**config.mk**
```make
export PLATFORM = sky130hd
export DESIGN_NAME = contador_bcd_ndigitos
export DESIGN_NICKNAME = d
export VERILOG_FILES = /design/src/rtl/contador_bcd_pkg.sv /design/src/rtl/contador_bcd_digito.sv /design/src/rtl/contador_bcd_ndigitos.sv
export SDC_FILE = /design/constraint.sdc
export NUM_CORES = 1
export LEC_CHECK = 0
export BUFFER_PORTS_ARGS = -buffer_cell sky130_fd_sc_hd__buf_2
export CORE_MARGIN = 5
export CORE_UTILIZATION = 45
export CTS_BUF_LIST = sky130_fd_sc_hd__clkbuf_8
export DETAILED_ROUTE_END_ITERATION = 12
export PLACE_DENSITY_LB_ADDON = 0.15
export SLEW_MARGIN = 25
export SYNTH_ARGS = -nofsm -noshare
export SYNTH_HDL_FRONTEND = slang
export SYNTH_HIERARCHICAL = 1
export SYNTH_SLANG_ARGS = --single-unit
export TNS_END_PERCENT = 30
```
**constraint.sdc**
```tcl
create_clock -name clock -period 5.61 [get_ports clock]
set_input_delay 1.4025 -clock clock [delete_from_list [all_inputs] [get_ports clock]]
set_output_delay 1.4025 -clock clock [all_outputs]
set_load 0.03 [all_outputs]
```
**src/rtl/contador_bcd_pkg.sv**
```systemverilog
// Shared definitions for the N-digit BCD counter.
// Digit range limits, load clamp and per-digit operation decode.
package contador_bcd_pkg;

  localparam int BCD_W = 4;

  localparam logic [BCD_W-1:0] BCD_MAX = 4'd9;
  localparam logic [BCD_W-1:0] BCD_MIN = 4'd0;

  typedef enum logic [1:0] {
    OP_HOLD,
    OP_CLR,
    OP_LOAD,
    OP_STEP
  } op_e;

  function automatic logic [BCD_W-1:0] bcd_clamp(
    input logic [BCD_W-1:0] v
  );
    return (v > BCD_MAX) ? BCD_MAX : v;
  endfunction

  function automatic logic [BCD_W-1:0] bcd_inc(
    input logic [BCD_W-1:0] v
  );
    return (v >= BCD_MAX) ? BCD_MIN : v + 4'd1;
  endfunction

  function automatic logic [BCD_W-1:0] bcd_dec(
    input logic [BCD_W-1:0] v
  );
    return (v == BCD_MIN) ? BCD_MAX : v - 4'd1;
  endfunction

  // Clear beats load, load beats counting.
  function automatic op_e op_decode(
    input logic zera,
    input logic carrega,
    input logic en
  );
    op_e op;
    op = OP_HOLD;
    if (zera) begin
      op = OP_CLR;
    end else if (carrega) begin
      op = OP_LOAD;
    end else if (en) begin
      op = OP_STEP;
    end
    return op;
  endfunction

endpackage

```
**src/rtl/contador_bcd_digito.sv**
```systemverilog
// One BCD digit of the chained counter.
// term flags 9 when counting up, 0 when counting down.
module contador_bcd_digito
  import contador_bcd_pkg::*;
(
  input  logic             clock,
  input  logic             reset,
  input  logic             zera,
  input  logic             carrega,
  input  logic [BCD_W-1:0] dado_digito,
  input  logic             en,
  input  logic             sentido,
  output logic [BCD_W-1:0] digito,
  output logic             term
);

  logic [BCD_W-1:0] digito_q;
  logic [BCD_W-1:0] digito_d;
  op_e              op;

  assign op = op_decode(zera, carrega, en);

  always_comb begin
    digito_d = digito_q;
    unique case (op)
      OP_CLR:  digito_d = BCD_MIN;
      OP_LOAD: digito_d = bcd_clamp(dado_digito);
      OP_STEP: digito_d = sentido ? bcd_inc(digito_q)
                                  : bcd_dec(digito_q);
      default: digito_d = digito_q;
    endcase
  end

  always_ff @(posedge clock or negedge reset) begin
    if (!reset) begin
      digito_q <= BCD_MIN;
    end else begin
      digito_q <= digito_d;
    end
  end

  assign digito = digito_q;
  assign term   = sentido ? (digito_q == BCD_MAX)
                          : (digito_q == BCD_MIN);

endmodule

```
**src/rtl/contador_bcd_ndigitos.sv**
```systemverilog
// Parametrised N-digit BCD up/down counter with load and wrap pulse.
// Define CONTADOR_BCD_SATURA_EN to saturate at the limits instead of wrapping.
module contador_bcd_ndigitos
  import contador_bcd_pkg::*;
#(
  parameter int DIGITS = 3
) (
  input  logic                  clock,
  input  logic                  reset,
  input  logic                  zera,
  input  logic                  carrega,
  input  logic [4*DIGITS-1:0]   dado,
  input  logic                  conta,
  input  logic                  sentido,
  output logic [4*DIGITS-1:0]   digitos,
  output logic                  fim,
  output logic                  estouro
);

  logic [DIGITS-1:0] term;
  logic [DIGITS-1:0] en;
  logic              passo;
  logic              estouro_q;
  logic              estouro_d;

`ifdef CONTADOR_BCD_SATURA_EN
  assign passo = conta & ~fim;
`else
  assign passo = conta;
`endif

  // Ripple carry/borrow: a digit steps when every lower digit is at its limit.
  always_comb begin
    logic c;
    c  = passo;
    en = '0;
    for (int k = 0; k < DIGITS; k++) begin
      en[k] = c;
      c     = c & term[k];
    end
  end

  for (genvar k = 0; k < DIGITS; k++) begin : g_dig
    contador_bcd_digito u_dig (
      .clock       (clock),
      .reset       (reset),
      .zera        (zera),
      .carrega     (carrega),
      .dado_digito (dado[BCD_W*k +: BCD_W]),
      .en          (en[k]),
      .sentido     (sentido),
      .digito      (digitos[BCD_W*k +: BCD_W]),
      .term        (term[k])
    );
  end

  assign fim = &term;

  always_comb begin
    estouro_d = 1'b0;
    if (!zera && !carrega) begin
      estouro_d = conta & fim;
    end
  end

  always_ff @(posedge clock or negedge reset) begin
    if (!reset) begin
      estouro_q <= 1'b0;
    end else begin
      estouro_q <= estouro_d;
    end
  end

  assign estouro = estouro_q;

endmodule

```
==> impl_metrics.toml <==
[outcome]
status = "completed"

[grt]
grt_max_degree = 34
antenna_found_initial = 0
first_global_vias = 1424
grt_pass1_wl_um = 6313
grt.total_usage_pct = 18.44
grt-ovfl-total = 0

[sta]
relSlewSlack_pct = 61.60
worst_slew_pin_slew_ns = 0.5761
setup_viol = 0
tns_ns = 0
fin_crit_sh_pct = 71.03
holdWs_ns = 0.8243
min_period_ns = 3.985
grt_setup_unrepaired = "false"
finClkSkew_ns = 0.001943
slew_violations = 0
layout_setup_ws_ns = 1.625
finalHoldViolCount = 0
fmax_mhz = 251.0

[synth]
synth.net_count = 189
ys_types = 31
synth_area_leader_cell = "dfrtp_1"
synth_area_mm2 = 0.001379
yosysTopAreaCellShare_pct = 23.59
synth_edf_count = 0
ys_warn_count = 6
synth_flop_cell = "dfrtp_1"
async_flop_share_pct = 100.0
synth_seq_cells = 13
synth.top_cells.by_area = "dfrtp_1, ha_1, nor3b_1, a21oi_1, o22ai_1"
syn_avg_cell_area_um2 = 8.511
yosysSeqAreaShare_pct = 23.59
postSynthCellCount = 162

[job]
drv_cap = 0

[power]
peakVddDrop_v = 0.0001052
fin_total_pwr_w = 0.0002971
p_sw_share_pct = 35.83
p_per_area_mw_per_mm2 = 190.0
clkPwrFrac_pct = 28.1
seq_power_share_pct = 37.7
p_switching_w = 0.0001065
power_frac_comb_pct = 34.2
p_leak_nw = 0.7271
power.internal_w = 0.0001906

[worst_setup_path]
end_kind = "output pin"
worstPathArrival_ns = 2.58
r2r_start = "g_dig[0].u_dig/digito[0]"
path_max_fanout = 33
setup.worst_path.start_class = "primary input"
crit_type = "primary input to output pin"
required_ns = 4.21
cp-startpoint = "sentido"

[floorplanning]
core_mm2 = 0.003003
die_x_um = 65.36
die_h_um = 65.36
rows = 20
floorplan.initialDensity_pct = 45.92
die_area_mm2 = 0.004271
ios = 32

[placed_design]
pre_cts_slack_ns = 1.640
gp_routability_congestion = 0.8135
hpwlAfterDp_um = 2654
io_buffers = 31

[cells_and_area]
diodes = 0
nFillCells = 293
area_growth_syn_to_layout_pct = 13.43
final_layout_size_suffix_gt1_share_pct = 24.47
fin_nets = 216

[clock_tree]
clockRootBuffer = "clkbuf_8"
postCtsHoldBufs = 0
cts_setup_buffers = 0
cts_resized = 0
clock_latency_ns = 0.24
cts_buffer_depth = 2
cts_tree = "done"
path_clk_slew_ns = 0.06
htreeDepth = 1
cts_sinks = 13
numCtsBuffers = 3

[route]
drc = 0
via_count = 1399
wl_per_cell_um = 16.60
viasPerCell = 6.330
antenna_left = 0
firstDrtPassIters = 5
routed_wl_um = 3669
drt_iter0_drc = 57

[min_path]
hp-class = "register to register"
hp-start = "g_dig[2].u_dig/digito[0]"
==> worst paths after layout <==
kind	slack, ns	endpoint	cells after the start
max	1.63	fim	6
min	0.82	g_dig[2].u_dig/digito[0]	3
max reg2reg	3.06	g_dig[2].u_dig/digito[3]	9
min reg2reg	0.82	g_dig[2].u_dig/digito[0]	3
max in group asynchronous	4.31	g_dig[0].u_dig/digito[3]	1
min in group asynchronous	1.05	g_dig[2].u_dig/digito[2]	1
==> kinds of logic after synthesis <==
group	count (synthesis)	synth area share (%)
compound gates	57	30.76
fa+ha+maj	9	8.167
buf+inv	21	7.350
flops	13	23.59
mux	3	2.178
simple gates	59	27.95
==> layer usage <==
layer / track usage, % / up-vias / wire length (um)
li1: - / 668 / -
met1: 22.05 / 682 / 1551
met2: 31.86 / 43 / 1837
met3: 3.590 / 6 / 226
met4: 8.031 / 0 / 54
met5: 0 / - / 0
==> registers in the layout, indices dropped and copies added, names as in the netlist <==
name	count
estouro	1
g_dig.u_dig/digito	12
==> synth_stat cells (6+ instances only) <==
| library cell | count |
|---|---|
| o22ai_1 | 9 |
| nand2_1 | 9 |
| nor2_1 | 13 |
| inv_1 | 12 |
| ha_1 | 9 |
| clkbuf_1 | 6 |
| a31oi_1 | 6 |
| dfrtp_1 | 13 |
| a21oi_1 | 12 |
| nor3b_1 | 12 |
==> placed cells by master (no fill, tap or decap), types with 6 or more instances in the layout <==
master   synthesis  layout
o22ai_1          9       9
nor3b_1         12      12
inv_1           12      13
buf_2            0      31
a21oi_1         12      12
ha_1             9       9
a31oi_1          6       6
nand2_1          9       9
dfrtp_1         13      13
nor2_1          13      13
==> through the flow <==
step / utilization, % / area (um2) / cells
2_1_floorplan: - / 1379 / 162
3_3_place_gp: 50.58 / 1519 / 217
3_5_place_dp: 50.58 / 1519 / 217
4_1_cts: 52.08 / 1564 / 221
5_1_grt: 52.08 / 1564 / 221
6_report: 52.08 / 1564 / 221
==> cell type report <==
type                            instances  area, um2  area share [%]
Clock buffer                            3      41.29           2.640
Clock inverter                          1      3.754          0.2400
Inverter                               12      45.04           2.880
Multi-Input combinational cell        128      952.2           60.88
Sequential cell                        13      325.3           20.80
Tap cell                               33      41.29           2.640
Timing Repair Buffer                   31      155.1           9.920
==> power groups by stage <==
stage	Combinational (W)	Sequential [W]	Clock, W
after CTS	0.000102	0.000111	0.0000858
final	0.000102	0.000112	0.0000835
after global placement	0.0000986	0.000113	0
after global routing	0.000113	0.000113	0.0000915
after floorplan	0.0000657	0.000119	0
after detailed placement	0.000101	0.000113	0
==> worst max-delay path, stage by stage <==
cell     delay [ns]
buf_2          0.46
nor3b_1        0.11
a31oi_1        0.16
nor2_1         0.08
and3_1         0.19
buf_2          0.18
Note: power is estimated with default switching activity, not from simulation.
